===== config.mk =====
export PLATFORM = sky130hd
export DESIGN_NAME = spike_arbiter
export DESIGN_NICKNAME = d
export VERILOG_FILES = /design/src/rtl/neuron_pkg.sv /design/src/rtl/req_sync.sv /design/src/rtl/spike_arbiter.sv
export SDC_FILE = /design/constraint.sdc
export NUM_CORES = 1
export LEC_CHECK = 0
export CAP_MARGIN = 20
export CORE_MARGIN = 8
export CORE_UTILIZATION = 40
export DETAILED_ROUTE_END_ITERATION = 8
export PLACE_DENSITY = 0.74
export SYNTH_ARGS = -nofsm -noshare
export SYNTH_HDL_FRONTEND = slang
export SYNTH_SLANG_ARGS = --single-unit
export TNS_END_PERCENT = 30

===== constraint.sdc =====
create_clock -name clk -period 2.3 [get_ports clk]
set_clock_uncertainty 0.05 [all_clocks]
set_input_delay 0.46 -clock clk [delete_from_list [all_inputs] [get_ports clk]]
set_output_delay 0.46 -clock clk [all_outputs]
set_load 0.02 [all_outputs]

===== src/rtl/neuron_pkg.sv =====
// Shared types and constants for the spike routing fabric.
package neuron_pkg;

  typedef enum logic [1:0] {IDLE, SEND, WAIT_LO, RELEASE} arb_state_t;

  localparam int unsigned SYNC_MIN = 2;

endpackage


===== src/rtl/req_sync.sv =====
// Multi-flop synchronizer bank for asynchronous handshake inputs, async active-low clear.
module req_sync #(
  parameter int unsigned WIDTH  = 1,
  parameter int unsigned STAGES = 2
) (
  input  logic             clk,
  input  logic             rst_n,
  input  logic [WIDTH-1:0] d,
  output logic [WIDTH-1:0] q
);

  logic [WIDTH-1:0] pipe [STAGES];

  always_ff @(posedge clk or negedge rst_n) begin
    if (!rst_n) begin
      for (int unsigned i = 0; i < STAGES; i++) pipe[i] <= '0;
    end else begin
      pipe[0] <= d;
      for (int unsigned i = 1; i < STAGES; i++) pipe[i] <= pipe[i-1];
    end
  end

  assign q = pipe[STAGES-1];

endmodule


===== src/rtl/spike_arbiter.sv =====
// Round-robin merge of N_IN 4-phase spike channels onto one downstream channel.
// Optional saturating spike counter enabled by defining SPIKE_ARB_CNT_EN.
module spike_arbiter
  import neuron_pkg::*;
#(
  parameter int unsigned N_IN        = 4,
  parameter int unsigned SYNC_STAGES = 2,
  parameter int unsigned CNT_BITS    = 8
) (
  input  logic                     clk,
  input  logic                     rst_n,
  input  logic [N_IN-1:0]          data_in,
  input  logic [N_IN-1:0]          req_in,
  output logic [N_IN-1:0]          ack_in,
  output logic                     data_out,
  output logic                     req_out,
  input  logic                     ack_out,
  output logic [$clog2(N_IN)-1:0]  grant,
  output logic                     busy
`ifdef SPIKE_ARB_CNT_EN
  ,
  output logic [CNT_BITS-1:0]      spike_cnt
`endif
);

  localparam int unsigned GW = $clog2(N_IN);

  if (N_IN < 2 || N_IN > 16) begin : g_bad_n_in
    $error("spike_arbiter: N_IN must be in 2..16");
  end
  if (SYNC_STAGES < SYNC_MIN) begin : g_bad_sync
    $error("spike_arbiter: SYNC_STAGES below minimum");
  end
  if (CNT_BITS < 1) begin : g_bad_cnt
    $error("spike_arbiter: CNT_BITS must be at least 1");
  end

  arb_state_t      state;
  logic [N_IN-1:0] req_s;
  logic            ack_s;
  logic [N_IN-1:0] cand_c;
  logic [GW-1:0]   rr_idx_c;
  logic [GW-1:0]   pick_c;
  logic            pick_vld_c;

  req_sync #(.WIDTH(N_IN), .STAGES(SYNC_STAGES)) u_req_sync (
    .clk   (clk),
    .rst_n (rst_n),
    .d     (req_in),
    .q     (req_s)
  );

  req_sync #(.WIDTH(1), .STAGES(SYNC_STAGES)) u_ack_sync (
    .clk   (clk),
    .rst_n (rst_n),
    .d     (ack_out),
    .q     (ack_s)
  );

  // Round-robin pick: scan from the channel after the last grant, wrapping.
  always_comb begin
    cand_c     = req_s & ~ack_in;
    rr_idx_c   = grant;
    pick_c     = grant;
    pick_vld_c = 1'b0;
    for (int unsigned k = 1; k <= N_IN; k++) begin
      rr_idx_c = GW'((32'(grant) + k) % N_IN);
      if (!pick_vld_c && cand_c[rr_idx_c]) begin
        pick_vld_c = 1'b1;
        pick_c     = rr_idx_c;
      end
    end
  end

  // One handshake at a time: grant, wait ack high, wait ack low, release requester.
  always_ff @(posedge clk or negedge rst_n) begin
    if (!rst_n) begin
      state    <= IDLE;
      grant    <= GW'(N_IN - 1);
      data_out <= 1'b0;
      req_out  <= 1'b0;
      ack_in   <= '0;
      busy     <= 1'b0;
    end else begin
      case (state)
        IDLE: begin
          if (pick_vld_c) begin
            grant    <= pick_c;
            data_out <= data_in[pick_c];
            req_out  <= 1'b1;
            busy     <= 1'b1;
            state    <= SEND;
          end
        end
        SEND: begin
          if (ack_s) begin
            req_out <= 1'b0;
            state   <= WAIT_LO;
          end
        end
        WAIT_LO: begin
          if (!ack_s) begin
            ack_in <= N_IN'(1) << grant;
            state  <= RELEASE;
          end
        end
        RELEASE: begin
          if (!req_s[grant]) begin
            ack_in <= '0;
            busy   <= 1'b0;
            state  <= IDLE;
          end
        end
        default: state <= IDLE;
      endcase
    end
  end

`ifdef SPIKE_ARB_CNT_EN
  // Count delivered '1' spikes as the downstream acknowledges them; saturate.
  always_ff @(posedge clk or negedge rst_n) begin
    if (!rst_n) begin
      spike_cnt <= '0;
    end else if (state == SEND && ack_s && data_out && spike_cnt != '1) begin
      spike_cnt <= spike_cnt + CNT_BITS'(1);
    end
  end
`endif

endmodule


After elaboration in Yosys (flattened, before gate mapping)
Cells that the tools add are included.

Flip-flop bits (word level): 21. Input bits: 11. Output and inout bits: 9. Word-level logic and storage cells: 78.

$add $sub $neg: 4. Order comparisons: 6. Equality and inequality tests: 7. Shifts and indexed selects: 1. Muxes and demuxes: 33. Bitwise operators: 2. Reductions and logical operators: 15.

Operators with widths (count): 2-bit by 3-bit less-than comparator with 1-bit output (second input constant) (6); 2-bit two-way mux (8); 1-bit two-way mux (13); 1-bit binary-select mux with 2-bit select (6); 3-bit AND reduction (3); 4-bit two-way mux (2); 2-bit one-hot mux with 4 select lines (1); 4-bit one-hot mux with 2 select lines (1); 2-bit inequality test (second input constant) (3); 2-bit nonzero test (3); 2-bit by 1-bit adder with 2-bit output (second input constant) (2); 2-bit adder (second input constant) (2); 4-bit AND (1); 2-bit == test (second input constant) (2); 4-bit inverter (1); 1-bit one-hot mux with 2 select lines (2); 4-bit AND reduction (1); 1-bit by 2-bit left shift with 4-bit output (first input constant) (1); 1-bit logical AND (3); 1-bit logical NOT (3); 2-bit by 1-bit == test with 1-bit output (second input constant) (1); 2-bit logical NOT (1); 2-bit by 1-bit inequality test with 1-bit output (second input constant) (1); 2-bit AND reduction (1).

Longest topological paths before layout
Gate-level depths: netlist of run 1.

Depth in word-level cells: 16. Gate-level depth with buffers: 9.

Cells and area by module
Synthesis of run 1 repeated with hierarchy kept, for this count alone.

Cells, all modules: 94. Area, all modules: 1138.6 sq um.

By module, submodules not included: spike_arbiter (times used 1, cells each 80, area each 858.3 sq um, sequential area each 277.8 sq um); req_sync at u_req_sync (times used 1, cells each 12, area each 230.2 sq um, sequential area each 200.2 sq um); req_sync at u_ack_sync (times used 1, cells each 2, area each 50.0 sq um, sequential area each 50.0 sq um).

Worst setup path before layout of run 1
Ideal clock, no wire load.

Kind: register to register. Start: reg grant[0]. End: reg data_out. Library setup time: 0.141 ns. Data arrival time: 2.132 ns. Required time: 2.109 ns. Path slack: -0.023 ns. Stages on the path, launching flop included: 9. Path through: dfstp_2 > buf_6 > inv_1 > ha_1 > a31o_2 > o211ai_2 > mux2_4 > nor3_2 > a311oi_2.

Longest elaborated chain between the ends: 15. Elaborated cells between the ends (all ways): 29. Classes of those cells: add/sub: 4; mux: 18; reduce/logical: 7.

Ends and longest elaborated chain: start, declared (RTL line spike_arbiter.sv:18) `output logic [$clog2(N_IN)-1:0] grant,`; start signal, assigned (RTL line spike_arbiter.sv:79) `grant <= GW'(N_IN - 1);`; start signal, assigned (RTL line spike_arbiter.sv:88) `grant <= pick_c;`; 2-bit by 1-bit adder with 2-bit output (RTL line spike_arbiter.sv:67) `rr_idx_c = GW'((32'(grant) + k) % N_IN);`; 1-bit binary-select mux with 2-bit select (RTL line spike_arbiter.sv:68) `if (!pick_vld_c && cand_c[rr_idx_c]) begin`; 1-bit two-way mux (not written as such) (RTL line spike_arbiter.sv:68); 1-bit two-way mux (RTL line spike_arbiter.sv:68); 1-bit logical NOT (RTL line spike_arbiter.sv:68); 1-bit logical AND (RTL line spike_arbiter.sv:68); 1-bit two-way mux (RTL line spike_arbiter.sv:68); 1-bit logical NOT (RTL line spike_arbiter.sv:68); 1-bit logical AND (RTL line spike_arbiter.sv:68); 1-bit two-way mux (RTL line spike_arbiter.sv:68); 1-bit logical NOT (RTL line spike_arbiter.sv:68); 1-bit logical AND (RTL line spike_arbiter.sv:68); 2-bit two-way mux (RTL line spike_arbiter.sv:68); 1-bit binary-select mux with 2-bit select (RTL line spike_arbiter.sv:89) `data_out <= data_in[pick_c];`; 1-bit two-way mux (not written as such) (RTL line spike_arbiter.sv:89); end signal, assigned (RTL line spike_arbiter.sv:89); end, declared (RTL line spike_arbiter.sv:15) `output logic data_out,`.

Parallel ways exist; a longest one is shown, timed or not. The select of a mux whose other input is x is not followed. A chain may end at the register's enable or synchronous reset.

Worst setup path after layout of run 1
Start: reg grant[0]. End: out grant[0].

No word-level cell between the ends.

==> results of run 1 <==
## through the flow
step / setup slack [ns] / hold slack, ns / utilization
after CTS: 0.0431 / 0.312 / 0.528
after global routing: 0.000849 / 0.322 / 0.528
after global placement: 0.124 / 0.281 / 0.517
after floorplan: 0.0664 / 0.114 / -
final: 0.0540 / 0.308 / 0.528
after detailed placement: 0.0973 / 0.285 / 0.517
## flip-flops by register name, summed over array words and instances, names as in the netlist, 2 cells and up
name             flops
grant                2
ack_in               4
u_req_sync.q         4
u_req_sync.pipe      4
state                2
## worst register-to-register path, cell delays in order (launching register included)
cell and delay [ns]:
dfstp_2 0.63, inv_1 0.14, ha_4 0.27, a31o_2 0.22, o211ai_2 0.19, mux2_4 0.32, nor3_2 0.17, a311oi_2 0.07
## final cells by class
class                   instances  area (um^2)
clock buffers                   3         22.5
clock inverters                 1         7.51
fillers                       251         1300
inverters                       6         22.5
multi-input cells              70          608
flip-flops and latches         21          528
well taps                      31         38.8
repair buffers                 24          228
## kinds of logic (layout without fill, tap and decap cells)
kind of cell	count (synthesis)	after routing	share of synthesized area
XOR/XNOR	2	2	0.0151
AND/OR/NAND/NOR	35	35	0.185
multiplexers	8	8	0.103
buffers and inverters	7	34	0.0292
adder cells (fa/ha/maj)	8	8	0.0865
AO/OA/AOI/OAI	17	17	0.125
flip-flops	21	21	0.456
## power by group through the flow
stage / clock network, W / registers [W] / logic [W]
2_1_floorplan: 0 / 0.000646 / 0.000805
3_3_place_gp: 0 / 0.000580 / 0.00123
3_5_place_dp: 0 / 0.000589 / 0.00125
4_1_cts: 0.000189 / 0.000580 / 0.00126
5_1_grt: 0.000206 / 0.000594 / 0.00138
6_report: 0.000183 / 0.000578 / 0.00124
## layout by cell type (no fill, tap or decap), drive strengths merged, types with 3 or more instances in the layout
master / instances
clkbuf: 3
clkdlybuf4s50: 19
mux2: 5
ha: 8
a22o: 3
nand3: 5
inv: 6
buf: 5
nand2: 7
nor2b: 8
o21ai: 7
nand2b: 5
nor2: 5
dfrtp: 19
## path summary, 6_finish.rpt
check                                              from                      to  slack, ns  depth (start not counted)
max                                grant[0]$_DFFE_PN1P_                grant[0]       0.05                          2
min reg2reg                u_ack_sync.pipe[1]$_DFF_PN0_  u_ack_sync.q$_DFF_PN0_       0.31                          0
max reg2reg                        grant[0]$_DFFE_PN1P_    data_out$_DFFE_PN0P_       0.12                          7
max in group asynchronous                         rst_n    grant[0]$_DFFE_PN1P_       1.52                          2
min                        u_ack_sync.pipe[1]$_DFF_PN0_  u_ack_sync.q$_DFF_PN0_       0.31                          0
min in group asynchronous                         rst_n   ack_in[3]$_DFFE_PN0P_       0.41                          2
## metal layers
layer	part of all wire	wire length (um)	global-route usage	vias up
met2	0.48	1140	0.162	19
met1	0.45	1080	0.116	406
li1	-	-	-	398
met5	0	0	0	-
met4	0.014	34	0.0402	0
met3	0.058	140	0.0443	5
==> metrics.cfg, run 1 <==
[clock_tree]
cts_resized = 0
clock_path_buffers = 2
post_cts_buffers = 0
cts_root_buffer = clkbuf_4
clk_latency_ns = 0.32
htreeDepth = 1
path_clk_slew_ns = 0.12
cts_inserted_buffers = 3
cts_hold_buffers = 0
cts_sinks = 21
cts_tree = done

[routing]
ant_nets = 0
post-route-drc-count = 0
wirelength_um = 2400
drt-initial-drc-count = 23
firstDrtPassIters = 4
wl_per_cell_um = 15.4
routed_via_density = 5.31
via_count = 828

[setup_path]
critPathMaxFanout = 7
critPathLaunchType = flip-flop
worst_setup_path_end_kind = output pin
critPathKind = reg2out
cp_slowest_stage_delay_ns = 0.63
crit_buf_inv = 2
crit_family = buffers and inverters
crit_path_cell_trace = buf_4, clkdlybuf4s50_1
cp.arrival_ns = 1.74
required_ns = 1.79
slowest_stage = dfstp_2

[yosys]
synth_cell_types = 33
synthArstFlopShare = 1.00
synth_edf_count = 0
synthesis.area_um2 = 1160
netlist_instances = 98
synth-seq-cells = 21
synth_common_cells = dfrtp_1, ha_1, nor2b_1
yosysSeqAreaShare = 0.456
synthesis.nets = 117
synth_area_leaders = dfrtp_1, ha_1, dfstp_2
synth_top_area_frac = 0.411
syn_area_per_cell_um2 = 11.8
synthFlopType = dfrtp_1
yosysWarnings = 0
yosysMostFrequentCell = dfrtp_1
synth_top_cell_by_area = dfrtp_1

[floorplan]
die_w_um = 69.8
core_area_um2 = 2760
die-area_um2 = 4870
initial_core_util = 0.420
ios = 20
rows = 19
die_h_um = 69.8

[sta]
finalSetupViolCount = 0
fin_tns_setup_ns = 0
hold_violations = 0
slew_headroom = 0.680
fin_crit_sh = 0.977
finalWorstPathRequiredPeriod_ns = 2.25
slew_violations = 0
worst_pin_slew_ns = 0.475
clock.fmax_mhz = 445
rsz0062_at_grt = no

[global_route]
antenna_found_initial = 0
grt_max_degree = 22
grt.overflow.total = 0
grt_pass1_wl_um = 4080
grt_pass1_vias = 893
track_usage = 0.102

[layout]
final_cell_count_no_fill = 156
syn2layout_area_growth_pct = 25.7
drive_gt1_frac = 0.216
fin_area_um2 = 1460
diodes = 0
finalNetCount = 145

[power]
p_leak_nw = 0.634
p_switching_w = 0.000832
pwr-share-clk = 0.091
vdd_drop_max_mv = 0.769
total_power_w = 0.00200
power-per-cell-area_nw_per_um2 = 1380
p_int_w = 0.00117
p_comb_frac = 0.620
swShare = 0.416
power_frac_seq = 0.289

[placed_design]
dpl.hpwl_um = 1930
place_area_um2 = 1430
io_buffers = 19
gp_congestion = 0.899
place_inst = 152

[outcome]
outcome = finished clean

[flow_run]
maxCapViolations = 0

[worst_hold_path]
hp-class = reg2reg

No activity file was read; power rests on OpenSTA's default activity.
==> inputs of run 2 (changes only) <==
--- a/config.mk
+++ b/config.mk
@@ -5,11 +5,12 @@
 export SDC_FILE = /design/constraint.sdc
 export NUM_CORES = 1
 export LEC_CHECK = 0
+export ABC_AREA = 1
 export CAP_MARGIN = 20
 export CORE_MARGIN = 8
 export CORE_UTILIZATION = 40
 export DETAILED_ROUTE_END_ITERATION = 8
-export PLACE_DENSITY = 0.74
+export PLACE_DENSITY = 0.73
 export SYNTH_ARGS = -nofsm -noshare
 export SYNTH_HDL_FRONTEND = slang
 export SYNTH_SLANG_ARGS = --single-unit
==> run 2 against run 1 <==
Against the previous run: clock-buffer cell count unchanged; synthesized cell count grew 44%; area after synthesis grew 4.9%; combinational power increased by 28%; die area grew 3.7%; power is 15% higher; highest routed layer unchanged; critical path depth stayed put; register-to-register slack gained 0.16 ns.
==> metrics.cfg, run 2 <==
[outcome]
outcome = finished clean

[setup_path]
cp.arrival_ns = 1.70  ; -0.04 ns
reg2reg_from = grant[1]$_DFFE_PN1P_
critPathKind = reg2out
r2r_slack_ns = 0.28  ; +0.16 ns
reg2reg_to = state[1]$_DFFE_PN0P_
required_ns = 1.79  ; about the same
critPathMaxFanout = 13  ; +6
critPathLaunchType = flip-flop
rr_worst_depth = 11  ; +4
worst_setup_path_end_kind = output pin

[yosys]
synth_top_area_frac = 0.392  ; -0.0191
netlist_instances = 141  ; +44%
synth_xor_area_frac = 0  ; -0.0151
synth_simple_gate_area_frac = 0.343  ; +0.158
yosysSeqAreaShare = 0.435  ; -0.0212
synth_common_cells = nand2_1, nand3_1, dfrtp_1
synth-compound-area-share = 0.0773  ; -0.0481
synthArstFlopShare = 1.00  ; unchanged
synthFlopType = dfrtp_1
yosysMostFrequentCell = nand2_1
synth_edf_count = 0  ; unchanged
synth_area_leaders = dfrtp_1, nand3_1, nand2_1
synth_cell_types = 21  ; -36%
synthAdderAreaFrac = 0.0825  ; -0.00401
synth_top_cell_by_area = dfrtp_1
syn_area_per_cell_um2 = 8.61  ; -27%
synth_top_family_by_area = simple AND/OR/NAND/NOR gates
synthesis.nets = 160  ; +37%
synthesis.area_um2 = 1210  ; +4.9%
synth-seq-cells = 21  ; unchanged
synth_mux_area_frac = 0  ; -0.103
yosysWarnings = 0  ; unchanged

[power]
power-per-cell-area_nw_per_um2 = 1540  ; +12%
power_frac_seq = 0.238  ; -0.051
vdd_drop_max_mv = 0.626  ; -19%
p_leak_nw = 0.714  ; +13%
p_comb_frac = 0.687  ; +0.067
pwr-share-clk = 0.075  ; -0.016
p_int_w = 0.00115  ; -1.7%
p_switching_w = 0.00116  ; +40%
total_power_w = 0.00231  ; +15%
swShare = 0.502  ; +0.0867

[routing]
drt-initial-drc-count = 38  ; +65%
routed_via_density = 5.07  ; -4.5%
ant_nets = 0  ; unchanged
wl_per_cell_um = 13.1  ; -15%
wirelength_um = 2600  ; +8.2%
via_count = 1009  ; +22%
firstDrtPassIters = 4  ; unchanged
post-route-drc-count = 0  ; unchanged

[sta]
finalWorstPathRequiredPeriod_ns = 2.21  ; -0.0354 ns
rsz0062_at_grt = no
slew_violations = 0  ; unchanged
worst_pin_slew_ns = 0.532  ; +0.0569 ns
fin_tns_setup_ns = 0  ; unchanged
fin_crit_sh = 0.961  ; -0.0154
hold_violations = 0  ; unchanged
slew_headroom = 0.644  ; -0.0357
finalSetupViolCount = 0  ; unchanged
clock.fmax_mhz = 452  ; +1.6%

[placed_design]
io_buffers = 19  ; unchanged
dpl.hpwl_um = 2130  ; +10%
gp_congestion = 0.793  ; -12%

[worst_hold_path]
hp-start = u_ack_sync.pipe[1]$_DFF_PN0_
hp-class = reg2reg
holdPathEnd = u_ack_sync.q$_DFF_PN0_
whs_path_depth = 0  ; unchanged

[clock_tree]
cts_tree = done
clk_latency_ns = 0.29  ; -0.03 ns
path_clk_slew_ns = 0.11  ; about the same
cts_root_buffer = clkbuf_4
clock_path_buffers = 2  ; unchanged
htreeDepth = 1  ; unchanged
cts_sinks = 21  ; unchanged
cts_inserted_buffers = 3  ; unchanged
post_cts_buffers = 0  ; unchanged

[floorplan]
rows = 20  ; +1
die_w_um = 71.1  ; +1.9%
die_h_um = 71.1  ; +1.9%
die-area_um2 = 5050  ; +3.7%
ios = 20  ; unchanged
core_area_um2 = 2980  ; +8.0%
initial_core_util = 0.408  ; -0.0121

[flow_run]
maxCapViolations = 0  ; unchanged

[layout]
diodes = 0  ; unchanged
drive_gt1_frac = 0.187  ; -0.0293
finalNetCount = 186  ; +28%
layout_common_cells = nand2_1, nand3_1, dfrtp_1, clkdlybuf4s50_1, inv_1
mostFrequentLayoutCell = nand2_1
syn2layout_area_growth_pct = 23.3
fill_cells = 298  ; +19%

[global_route]
grt_pass1_vias = 1057  ; +18%
grt_pass1_wl_um = 4630  ; +13%
track_usage = 0.110  ; +0.00784
antenna_found_initial = 0  ; unchanged
grt_max_degree = 14  ; -36%
grt.overflow.total = 0  ; unchanged

==> run 2: cell types whose count changed in the layout (fill, tap and decap cells not counted), sizes merged, moves of 3 or more <==
| cell | delta |
|---|---|
| nand4 | +3 |
| mux2 | -5 |
| nor2b | -8 |
| nand3 | +24 |
| nand2 | +31 |
| nand2b | -5 |
| inv | +11 |
| o21ai | +7 |
| a22o | -3 |
==> run 2: worst max path at each step <==
stage | from | end | slack, ns | depth (start not counted)
after CTS | grant[0]$_DFFE_PN1P_ | grant[0] | 0.07 | 2
after floorplan | grant[1]$_DFFE_PN1P_ | state[0]$_DFFE_PN0P_ | 0.24 | 11
after global routing | grant[0]$_DFFE_PN1P_ | grant[0] | 0.04 | 2
after detailed placement | grant[1]$_DFFE_PN1P_ | state[1]$_DFFE_PN0P_ | 0.21 | 11
final | grant[0]$_DFFE_PN1P_ | grant[0] | 0.09 | 2
after global placement | grant[1]$_DFFE_PN1P_ | data_out$_DFFE_PN0P_ | 0.27 | 10
==> run 2: worst max-delay path, stage by stage, from the launching register on <==
cell             delay [ns]
dfstp_2                0.55
buf_4                  0.22
clkdlybuf4s50_1        0.64
==> run 2: cell type report <==
type,count,area (um^2),share of cell area
Clock inverter,1,5.00,0.00334
Tap cell,33,41.3,0.0276
Multi-Input combinational cell,102,623,0.416
Clock buffer,3,22.5,0.0151
Inverter,17,63.8,0.0426
Timing Repair Buffer,22,213,0.142
Sequential cell,21,528,0.353
==> run 2: per-stage QoR <==
stage               std cells  hold WS (ns)  setup WS [ns]  area (um^2)  utilization
floorplan                 141         0.114          0.237         1210            -
global placement          195         0.283          0.274         1460        0.489
detailed placement        195         0.286          0.205         1460        0.489
CTS                       199         0.313         0.0749         1480        0.498
global route              199         0.322         0.0365         1500        0.503
finish                    199         0.309         0.0894         1500        0.503
==> run 2: power by group through the flow <==
| stage | registers, W | logic, W | clock network [W] |
|---|---|---|---|
| 3_3_place_gp | 0.000551 | 0.00151 | 0 |
| 4_1_cts | 0.000553 | 0.00157 | 0.000177 |
| 6_report | 0.000551 | 0.00159 | 0.000173 |
| 3_5_place_dp | 0.000560 | 0.00156 | 0 |
| 5_1_grt | 0.000565 | 0.00179 | 0.000200 |
| 2_1_floorplan | 0.000652 | 0.00105 | 0 |
==> run 2: timing repair <==
action	in CTS	in global routing
endpoints found under the setup margin	0	1
gates resized for setup	0	1
hold buffers	0	0
==> run 2: logic make-up after synthesis <==
group,after synthesis
AOI/OAI and AO/OA,17
adders and majority gates,8
DFF,21
and+or+nand+nor,77
buffers and inverters,18
==> run 2: layer usage <==
layer / vias to the layer above / routed length (um) / GRT usage
met3: 4 / 81 / 0.0198
met1: 479 / 1170 / 0.124
met5: - / 0 / 0
met4: 0 / 31 / 0.0370
li1: 516 / - / -
met2: 10 / 1310 / 0.201
